**src/rtl/cont_pkg.sv**
```systemverilog
// Shared mode encoding for the parameterised up/down counter.
package cont_pkg;

  typedef enum logic {
    MODE_WRAP = 1'b0,
    MODE_SAT  = 1'b1
  } mode_t;

endpackage

```
**src/rtl/cont_next.sv**
```systemverilog
// Combinational next-count and terminal-event detection for cont_param.
module cont_next
  import cont_pkg::*;
#(
  parameter int unsigned      WIDTH = 12,
  parameter longint unsigned  MAX   = (64'd1 << WIDTH) - 64'd1,
  parameter mode_t            MODE  = MODE_WRAP
) (
  input  logic [WIDTH-1:0] cont_i,
  input  logic             enable_i,
  input  logic             up_i,
  input  logic             loact_i,
  input  logic [WIDTH-1:0] load_i,
  output logic [WIDTH-1:0] cont_d_o,
  output logic             term_o
);

  localparam logic [WIDTH-1:0] MAX_W = WIDTH'(MAX);
  localparam logic [WIDTH-1:0] ONE_W = {{(WIDTH-1){1'b0}}, 1'b1};

  logic at_term;

  always_comb begin
    at_term  = up_i ? (cont_i == MAX_W) : (cont_i == '0);
    term_o   = enable_i & ~loact_i & at_term;
    cont_d_o = cont_i;
    if (loact_i) begin
      cont_d_o = (load_i > MAX_W) ? MAX_W : load_i;
    end else if (enable_i) begin
      if (at_term) begin
        // Wrap jumps to the opposite end of 0..MAX; saturate holds.
        if (MODE == MODE_WRAP) cont_d_o = up_i ? '0 : MAX_W;
      end else begin
        cont_d_o = up_i ? (cont_i + ONE_W) : (cont_i - ONE_W);
      end
    end
  end

endmodule

```
**src/rtl/cont_param.sv**
```systemverilog
// Parameterised up/down counter with wrap/saturate mode, terminal pulse and sticky overflow.
module cont_param
  import cont_pkg::*;
#(
  parameter int unsigned      WIDTH = 12,
  parameter longint unsigned  MAX   = (64'd1 << WIDTH) - 64'd1,
  parameter mode_t            MODE  = MODE_WRAP
) (
  input  logic             clk,
  input  logic             reset,
  input  logic             enable,
  input  logic             up,
  input  logic             loact,
  input  logic [WIDTH-1:0] load,
  input  logic             clr_ovf,
  output logic [WIDTH-1:0] cont,
  output logic             tc,
  output logic             ovf
);

  if (WIDTH < 2 || WIDTH > 32) begin : g_bad_width
    $error("cont_param: WIDTH must be within 2..32");
  end
  if (MAX > ((64'd1 << WIDTH) - 64'd1)) begin : g_bad_max
    $error("cont_param: MAX does not fit in WIDTH bits");
  end

  logic [WIDTH-1:0] cont_q, cont_d;
  logic             tc_q, ovf_q;
  logic             term;

  cont_next #(
    .WIDTH (WIDTH),
    .MAX   (MAX),
    .MODE  (MODE)
  ) u_next (
    .cont_i   (cont_q),
    .enable_i (enable),
    .up_i     (up),
    .loact_i  (loact),
    .load_i   (load),
    .cont_d_o (cont_d),
    .term_o   (term)
  );

  always_ff @(posedge clk) begin
    if (reset) begin
      cont_q <= '0;
      tc_q   <= 1'b0;
      ovf_q  <= 1'b0;
    end else begin
      cont_q <= cont_d;
      tc_q   <= term;
      // A terminal event in the same cycle as a clear keeps the flag set.
      ovf_q  <= term | (ovf_q & ~clr_ovf);
    end
  end

  assign cont = cont_q;
  assign tc   = tc_q;
  assign ovf  = ovf_q;

endmodule

```
**config.mk**
```make
export PLATFORM = sky130hd
export DESIGN_NAME = cont_param
export DESIGN_NICKNAME = d
export VERILOG_FILES = /design/src/rtl/cont_pkg.sv /design/src/rtl/cont_next.sv /design/src/rtl/cont_param.sv
export SDC_FILE = /design/constraint.sdc
export NUM_CORES = 1
export LEC_CHECK = 0
export ABC_AREA = 1
export BUFFER_PORTS_ARGS = -buffer_cell sky130_fd_sc_hd__buf_2
export CORE_MARGIN = 2
export CORE_UTILIZATION = 30
export DETAILED_ROUTE_END_ITERATION = 8
export HOLD_SLACK_MARGIN = 0.08
export PLACE_DENSITY = 0.47
export SLEW_MARGIN = 20
export SYNTH_ARGS = -nofsm -noshare
export SYNTH_HDL_FRONTEND = slang
export SYNTH_HIERARCHICAL = 1
export SYNTH_SLANG_ARGS = --single-unit
```
**constraint.sdc**
```tcl
create_clock -name clk -period 2.81 [get_ports clk]
set_input_delay 0 -clock clk [delete_from_list [all_inputs] [get_ports clk]]
set_output_delay 0 -clock clk [all_outputs]
set_load 0.01 [all_outputs]
```
# [After elaboration in Yosys (flattened, before gate mapping)]
# Cells that the tools add are included.
[totals] word_cells=22 out_inout_bits=14 regBits=14
[classes] mux=7 n_lt_le_gt_ge=1 addsub=2 n_eq_ne=1 bitwise=6 reduce_logical=2
[ops] operator="$mux 12" n=6
[ops] operator="$add 12x1->12 const B" n=1
[ops] operator="$eq 12x12->1 const B" n=1
[ops] operator="$gt 12x12->1 const B" n=1
[ops] operator="$logic_not 12->1" n=1
[ops] operator="$sub 12x1->12 const B" n=1
[ops] operator="$and 1x1->1" n=3
[ops] operator="$not 1->1" n=2
[ops] operator="$reduce_bool 2->1" n=1
[ops] operator="$mux 1" n=1
[ops] operator="$or 1x1->1" n=1

# [Longest topological paths before layout]
# Gate-level depths: netlist of run 1.
[depth] word_depth=5 depth_mapped=15 mapped_depth_nobuf=15

# [Modules after synthesis]
# The synthesis of run 1 kept the hierarchy.
[modules_own_cells] module="cont_next" n_inst=1 cells_each=218 area_per_inst_um2=1043.5 seq_area_each_um2=0.0
[modules_own_cells] module="cont_param" n_inst=1 cells_each=45 area_per_inst_um2=405.4 seq_area_each_um2=280.3

# [Least setup slack after synthesis of run 1]
# No wires, ideal clock.
[synth_timing] path_kind="reg2reg" from="reg cont_q[0], in the netlist cont[0]" to="reg cont_q[4], in the netlist cont[4]" t_arrival_ns=1.553 n_path_buf=0 t_required_ns=2.746 setup_time_ns=0.064 slack_ns=1.193 path_stages_with_launch=11 cell_sequence="dfxtp_1 -> fa_1 -> nand2_1 -> nand3_1 -> nand2_1 -> nor2_1 -> o31ai_1 -> nand2_1 -> nand2_1 -> inv_1 -> nor2_1"
[synth_between] elab_chain_cells=5
[synth_lines] element="from (decl)" line_no="cont_param.sv:28" rtl="logic [WIDTH-1:0] cont_q, cont_d;"
[synth_lines] element="from (signal assigned)" line_no="cont_param.sv:52" rtl="cont_q <= cont_d;"
[synth_lines] element="$sub 12x1->12 (tied with other cells)" line_no="cont_next.sv:34" rtl="cont_d_o = up_i ? (cont_i + ONE_W) : (cont_i - ONE_W);"
[synth_lines] element="$mux 12 / $mux 1 (equally long branches)" line_no="cont_next.sv:34, cont_next.sv:24"
[synth_lines] element="$mux 12 (*)" line_no="cont_next.sv:30" rtl="if (at_term) begin"
[synth_lines] element="$mux 12 (*)" line_no="cont_next.sv:29" rtl="end else if (enable_i) begin"
[synth_lines] element="$mux 12 (*)" line_no="cont_next.sv:27" rtl="if (loact_i) begin"
[synth_lines] element="named net cont_d[4]" line_no="cont_param.sv:28"
# Mark *: on every way through the listed nets, which the timed path passes. The rest lies on a longest branch. The select of a mux whose other input is x is not followed.
# A chain may end at the register's enable or synchronous reset.

# [Worst setup path after layout of run 1]
[layout_timing] from="reg cont_q[0], in the netlist cont[0]" to="reg cont_q[8], in the netlist cont[8]"
# Same word-level chain as after synthesis.

==> results by group, run 1 <==
Detailed routing
  – Vias per cell: 4.53
  – Detailed Route Iter0 Violations: 65
  – Via count: 1630
  – Post-DRT Antenna Nets: 0
  – DRT Pass-1 Iters: 4
  – Final WL: 4.05 mm
  – Wire per inst: 11.2 um
  – DRC errors left: 0

Floorplan
  – Die ar.: 0.00540 mm^2
  – Starting Density: 30.9%
  – # IOs: 32
  – Chip Height: 73.5 um
  – Std-Cell Rows: 25
  – Core area: 0.00469 mm^2
  – Width of the chip: 73.5 um

Logic synthesis
  – Synth cell types: 22
  – Top-area cell type share of the netlist area: 24.9%
  – Syn_nets: 292
  – Dominant cell type by area after synthesis: nand2_1
  – Post-synth EDFFs: 0
  – Synth Warn #: 6
  – Post-Syn Instances: 263
  – Most common flop cell mapped by yosys: dfxtp_1
  – Mean post-synth cell area: 5.51 um^2
  – Flops & latches, synth: 14
  – Synth cell count leaders: nand2_1 (96), inv_1 (47), nor2_1 (33), nand3_1 (16)
  – Synthesized area: 0.00145 mm^2
  – Synth area leaders: nand2_1 (25%), dfxtp_1 (19%), inv_1 (12%)
  – Sequential share of the synthesized area: 19.3%
  – Async S/R FF share, synth: 0%
  – Count leader, synth: nand2_1

Clocking
  – CTS H-tree depth: 1
  – CTS tree: done
  – Num CTS Buffers: 3
  – Worst-skew pair later-pin latency: 0.25 ns
  – Root buffer selected by CTS: clkbuf_8
  – Sink Count: 14
  – Clock Pin Slew Worst Setup and Hold Paths: 0.06 ns
  – Post-CTS Resized: 0
  – CTS Buffer Depth: 2

STA
  – Setup_tns: 0 ns
  – Fin crit share: 65.4%
  – Final Worst Setup Slack: 0.972 ns
  – Final Max Tran Viols: 0
  – Relative slew slack: 54.8%
  – Clk_skew: 0.00286 ns
  – Setup violations, final: 0
  – Clock period minus worst slack: 1.84 ns
  – RSZ-0062 raised after global routing: false
  – Fin Hold WS: 0.0878 ns
  – Worst-Margin Slew: 0.675 ns
  – Max Freq: 544 MHz
  – Endpoints failing hold: 0

Place
  – Port Buffers: 31
  – DP Area: 0.00164 mm^2
  – Dpl hpwl: 3.16 mm
  – GPL Wtd Cong: 0.764
  – Setup WS pre-CTS: 0.956 ns

Worst setup path
  – Crit path DAT: 1.98 ns
  – Critical path type: reg2reg
  – Max Fanout on Critical Path: 7
  – Req. time, crit path: 2.95 ns
  – Crit-path cells: fa_1 -> nand2_1 -> nand3_1 -> nand3_1 -> nand3b_1 -> nand3_1 -> nand2_1 -> nand2_1 -> nand2_1 -> inv_1 -> nor2_1
  – Most used cell along the critical path: nand2_1
  – CP max stage delay: 0.55 ns
  – Setup crit start kind: flop
  – Worst Setup End Kind: flop
  – Slowest cell on crit path: fa_1

Global routing
  – First-pass GRT wire length: 6.80 mm
  – Grt ovf: 0
  – Number of global-route vias before repair: 1439
  – Initial antenna violation count: 0
  – Largest net degree at the start of global routing: 26
  – GRT Util Overall: 16.1%

Finish
  – Number of antenna diodes: 0
  – Layout cell share with drive strength beyond 1: 13.4%
  – Fill cell count: 516
  – Final Instance Area: 0.00182 mm^2
  – Finished Core Util: 38.9%
  – Area Growth Syn to Fin: 25.8%
  – Post-layout nets: 336

Status
  – Status: completed

Pwr
  – Combinational group share of total power: 39.0%
  – Worst VDD drop: 224 uV
  – PD cells: 395 mW/mm^2
  – Sequential Power Share: 32.6%
  – LEAKAGE: 1.09 nW
  – Sw Share: 37.2%
  – P_int: 452 uW
  – Psw: 268 uW
  – Clock power share: 28.4%

Run
  – MaxCap Viol Count: 0

Hold path
  – Hold Crit Class: in2reg
cell usage in the layout, fill, tap and decap left out:
cell type	instances
nand2_1	96
inv_1	47
nor2_1	33
buf_2	31
nand3_1	16
dfxtp_1	14
a21oi_1	14
dlygate4sd3_1	13
ha_1	10
o21ai_0	6
clkbuf_8	4
nand4_1	4
nor3_1	4
xor2_1	3
nor2_2	2
xnor2_1	2
nand4_2	1
inv_2	1
or2_2	1
nand3b_1	1
nand3_2	1
o31ai_1	1
fa_1	1
power groups by stage:
| stage | Combinational (mW) | Sequential (mW) | Clock (mW) |
|---|---|---|---|
| after floorplan | 0.193 | 0.239 | 0 |
| after CTS | 0.281 | 0.235 | 0.210 |
| after global routing | 0.324 | 0.238 | 0.221 |
| final | 0.281 | 0.234 | 0.204 |
| after global placement | 0.270 | 0.240 | 0 |
| after detailed placement | 0.265 | 0.239 | 0 |
cell families after synthesis:
group	share of synthesized area, %
and+or+nand+nor	45.4
buffers and inverters	14.8
AOI/OAI and AO/OA	7.43
DFF	19.3
adders and majority gates	10.0
xor gates and xnor gates	3.02
critical path: cells and delay by family, from the launching register on:
| kind | cells | cell delay (ns) |
|---|---|---|
| flops | 1 | 0.41 |
| fa+ha+maj | 1 | 0.55 |
| buf+inv | 1 | 0.04 |
| simple gates | 9 | 0.73 |
timing repair:
action | CTS | global route
buffers inserted | 0 | 0
hold buffers | 13 | 0
hold endpoints to repair | 13 | 0
per-layer routing:
layer / share of wire [%] / wire (um) / track usage [%]
met5: 0 / 0 / 0
met4: 1.0 / 42 / 4.85
met3: 3.9 / 156 / 1.37
met2: 43 / 1740 / 24.7
met1: 52 / 2100 / 23.7
metrics by stage:
step                      cells  power [mW]
final                       360       0.720
after global routing        360       0.782
after CTS                   360       0.726
after detailed placement    343       0.505
after global placement      343       0.509
after floorplan             263       0.432
path summary, 6_finish.rpt:
kind | startpoint | endpoint | slack [ns] | cells past startpoint
worst min register to register | ovf$_SDFF_PP0_ | ovf$_SDFF_PP0_ | 0.48 | 2
worst max register to register | cont[0]$_SDFF_PP0_ | cont[8]$_SDFF_PP0_ | 0.97 | 11
worst max-delay path | cont[0]$_SDFF_PP0_ | cont[8]$_SDFF_PP0_ | 0.97 | 11
worst min-delay path | reset | cont[8]$_SDFF_PP0_ | 0.09 | 2
flip-flops by register name (all words and copies together) (netlist names):
signal / flops
cont: 12
tc: 1
ovf: 1
cell type report:
cell class | count | area [um^2] | share of cell area, %
Tap cell | 54 | 67.6 | 3.71
Multi-Input combinational cell | 196 | 955 | 52.4
Inverter | 48 | 180 | 9.88
Sequential cell | 14 | 280 | 15.4
Timing Repair Buffer | 44 | 285 | 15.6
Clock buffer | 4 | 55.1 | 3.02
(Power assumes the default switching activity.)
==> run 2: changes to the inputs <==
--- a/config.mk
+++ b/config.mk
@@ -11,7 +11,7 @@
 export CORE_UTILIZATION = 30
 export DETAILED_ROUTE_END_ITERATION = 8
 export HOLD_SLACK_MARGIN = 0.08
-export PLACE_DENSITY = 0.47
+export PLACE_DENSITY = 0.49
 export SLEW_MARGIN = 20
 export SYNTH_ARGS = -nofsm -noshare
 export SYNTH_HDL_FRONTEND = slang
==> constraint.sdc (replaced) <==
create_clock -name clk -period 1.5 [get_ports clk]
set_input_delay 0 -clock clk [delete_from_list [all_inputs] [get_ports clk]]
set_output_delay 0 -clock clk [all_outputs]
set_load 0.01 [all_outputs]
==> run 2 against run 1 <==
  * The run now ends with negative setup slack left
  * Largest cell class unchanged
  * Clock power is 80% higher
  * Final cell count is 10% higher
  * Sequential power is 88% higher
  * Sequential share of layout area is 2.8 points lower
==> results by group, run 2 (synthesis results as in run 1) <==
Detailed routing
  – Wire per inst: 11.5 um (+2.1%)
  – Detailed Route Iter0 Violations: 70 (+7.7%)
  – Vias per cell: 4.51 (-0.45%)
  – Post-DRT Antenna Nets: 0 (unchanged)
  – DRC errors left: 0 (unchanged)
  – Final WL: 4.55 mm (+12%)
  – Via count: 1785 (+9.5%)
  – DRT Pass-1 Iters: 5 (+1)

Place
  – Placed cells: 373 (+8.7%)
  – Port Buffers: 31 (unchanged)
  – Dpl hpwl: 3.47 mm (+10%)
  – GPL Wtd Cong: 0.808 (+5.7%)
  – Setup WS pre-CTS: -0.213 ns (-1.17 ns)

Worst setup path
  – CP bufs+invs: 2 (+1)
  – Max Fanout on Critical Path: 4 (-3)
  – Critical path type: reg2reg
  – CP max stage delay: 0.42 ns (-0.13 ns)
  – Crit. Startpoint: cont[1]$_SDFF_PP0_
  – CP Capture Point: cont[6]$_SDFF_PP0_
  – Reg2Reg Depth: 11 (unchanged)
  – Total stage count of the critical path: 11 (unchanged)
  – Critical R2R Launch: cont[1]$_SDFF_PP0_
  – Crit-path cells: fa_2 -> buf_6 -> nand2_2 -> nand3_2 -> xor2_1 -> nand2_1 -> nand2_1 -> nand2_1 -> nand2_1 -> inv_1 -> nor2_1
  – Most used cell along the critical path: nand2_1
  – Worst r2r dst: cont[6]$_SDFF_PP0_
  – Setup crit start kind: flop
  – Slowest cell on crit path: fa_2
  – Top delay family on crit path: simple AND/OR/NAND/NOR gates
  – Worst Setup End Kind: flop
  – Crit path DAT: 1.83 ns (-0.15 ns)
  – R2r setup slk: -0.15 ns (-1.12 ns)
  – Req. time, crit path: 1.68 ns (-1.27 ns)

STA
  – Clock period minus worst slack: 1.65 ns (-0.191 ns)
  – Relative slew slack: 72.3% (+17 points)
  – Fin crit share: 110% (+44 points)
  – Fin Hold WS: 0.0878 ns (+0.0000397 ns)
  – Worst-Margin Slew: 0.415 ns (-0.260 ns)
  – Setup violations, final: 10 (+10)
  – Final Worst Setup Slack: -0.147 ns (-1.12 ns)
  – Clk_skew: 0.00247 ns (-0.000382 ns)
  – Endpoints failing hold: 0 (unchanged)
  – Max Freq: 607 MHz (+12%)
  – RSZ-0062 raised after global routing: true
  – Final Max Tran Viols: 0 (unchanged)

Finish
  – Multi-input gate area: 0.00127 mm^2 (+33%)
  – Number of antenna diodes: 0 (unchanged)
  – Most common cell after layout, fill and taps aside: nand2_1
  – Area Growth Syn to Fin: 68.4%
  – Fill cell count: 479 (-7.2%)
  – Layout cell share with drive strength beyond 1: 40.6% (+27 points)
  – Max reg flops: 12 (unchanged)
  – Final Non-Filler Cells: 396 (+10%)
  – Most frequent cells in the layout: nand2_1 (81), inv_1 (45), buf_4 (33)
  – Post-layout nets: 372 (+11%)
  – FF/Latch Area: 307 um^2 (+9.4%)

Global routing
  – GRT Util Overall: 18.2% (+2.1 points)
  – First-pass GRT wire length: 7.60 mm (+12%)
  – Largest net degree at the start of global routing: 26 (unchanged)
  – Number of global-route vias before repair: 1702 (+18%)
  – Grt ovf: 0 (unchanged)
  – Initial antenna violation count: 0 (unchanged)

Clocking
  – CTS Buffer Depth: 2 (unchanged)
  – CTS tree: done
  – CTS H-tree depth: 1 (unchanged)
  – Sink Count: 14 (unchanged)
  – Num CTS Buffers: 3 (unchanged)
  – Clock Pin Slew Worst Setup and Hold Paths: 0.06 ns (about the same)
  – Worst-skew pair later-pin latency: 0.24 ns (about the same)
  – Root buffer selected by CTS: clkbuf_8

Pwr
  – PD cells: 667 mW/mm^2 (+69%)
  – Final Power: 1.63 mW (+130%)
  – LEAKAGE: 1.32 nW (+21%)
  – Worst VDD drop: 510 uV (+130%)

Floorplan
  – Starting Density: 30.9% (unchanged)
  – Chip Height: 73.5 um (unchanged)
  – Core area: 0.00469 mm^2 (unchanged)
  – # IOs: 32 (unchanged)
  – Std-Cell Rows: 25 (unchanged)
  – Die ar.: 0.00540 mm^2 (unchanged)
  – Width of the chip: 73.5 um (unchanged)

Hold path
  – Hold Crit Class: in2reg

Status
  – Status: complete, but fails checks
  – Failing checks: negative setup slack

Run
  – MaxCap Viol Count: 0 (unchanged)
==> run 2: how the worst min path moves through the flow <==
stage / from / endpoint / cells after the start
after global placement: clr_ovf / ovf$_SDFF_PP0_ / 4
after floorplan: reset / cont[11]$_SDFF_PP0_ / 1
after global routing: reset / cont[5]$_SDFF_PP0_ / 2
final: reset / cont[8]$_SDFF_PP0_ / 2
after detailed placement: clr_ovf / ovf$_SDFF_PP0_ / 4
after CTS: reset / cont[5]$_SDFF_PP0_ / 2
==> run 2: cell type report <==
type | count | share of cell area (%)
clock buffer | 4 | 2.26
sequential | 14 | 12.6
timing repair buffer | 79 | 23.1
inverter | 48 | 7.38
tap | 54 | 2.77
multi-input combinational | 197 | 51.9
==> run 2: stage by stage <==
stage	TNS, ns	cell area [um^2]	util [%]
floorplan	-0.00410	1510	-
global placement	-1.67	1940	41.3
detailed placement	-1.89	1940	41.3
CTS	-0.870	2350	50.1
global route	-2.50	2440	52.0
finish	-0.899	2440	52.0
==> run 2: report_power, final <==
group | internal, mW | total (mW) | switching [mW]
clock network | 0.232 | 0.367 | 0.135
logic | 0.393 | 0.818 | 0.426
registers | 0.401 | 0.441 | 0.0403
==> run 2: metal layers <==
| layer | global-route usage (%) | vias to the layer above | routed length [um] |
|---|---|---|---|
| met3 | 1.65 | 6 | 136 |
| met5 | 0 | - | 0 |
| li1 | - | 965 | - |
| met2 | 28.8 | 32 | 2040 |
| met4 | 6.06 | 0 | 60 |
| met1 | 25.7 | 782 | 2310 |
==> run 2: worst reg2reg max path, stage by stage (launching register included) <==
cell	delay, ns
dfxtp_4	0.36
fa_2	0.42
buf_6	0.14
nand2_2	0.06
nand3_2	0.06
xor2_1	0.16
nand2_1	0.10
nand2_1	0.08
nand2_1	0.05
nand2_1	0.05
inv_1	0.03
nor2_1	0.07
==> run 2: repair_timing <==
item,4_1_cts,5_1_grt
hold buffers,13,0
endpoints found under the hold margin,13,0
gates resized for setup,47,24
setup buffers,4,1
endpoints found under the setup margin,13,13
pin swaps,19,16
cloned,0,1
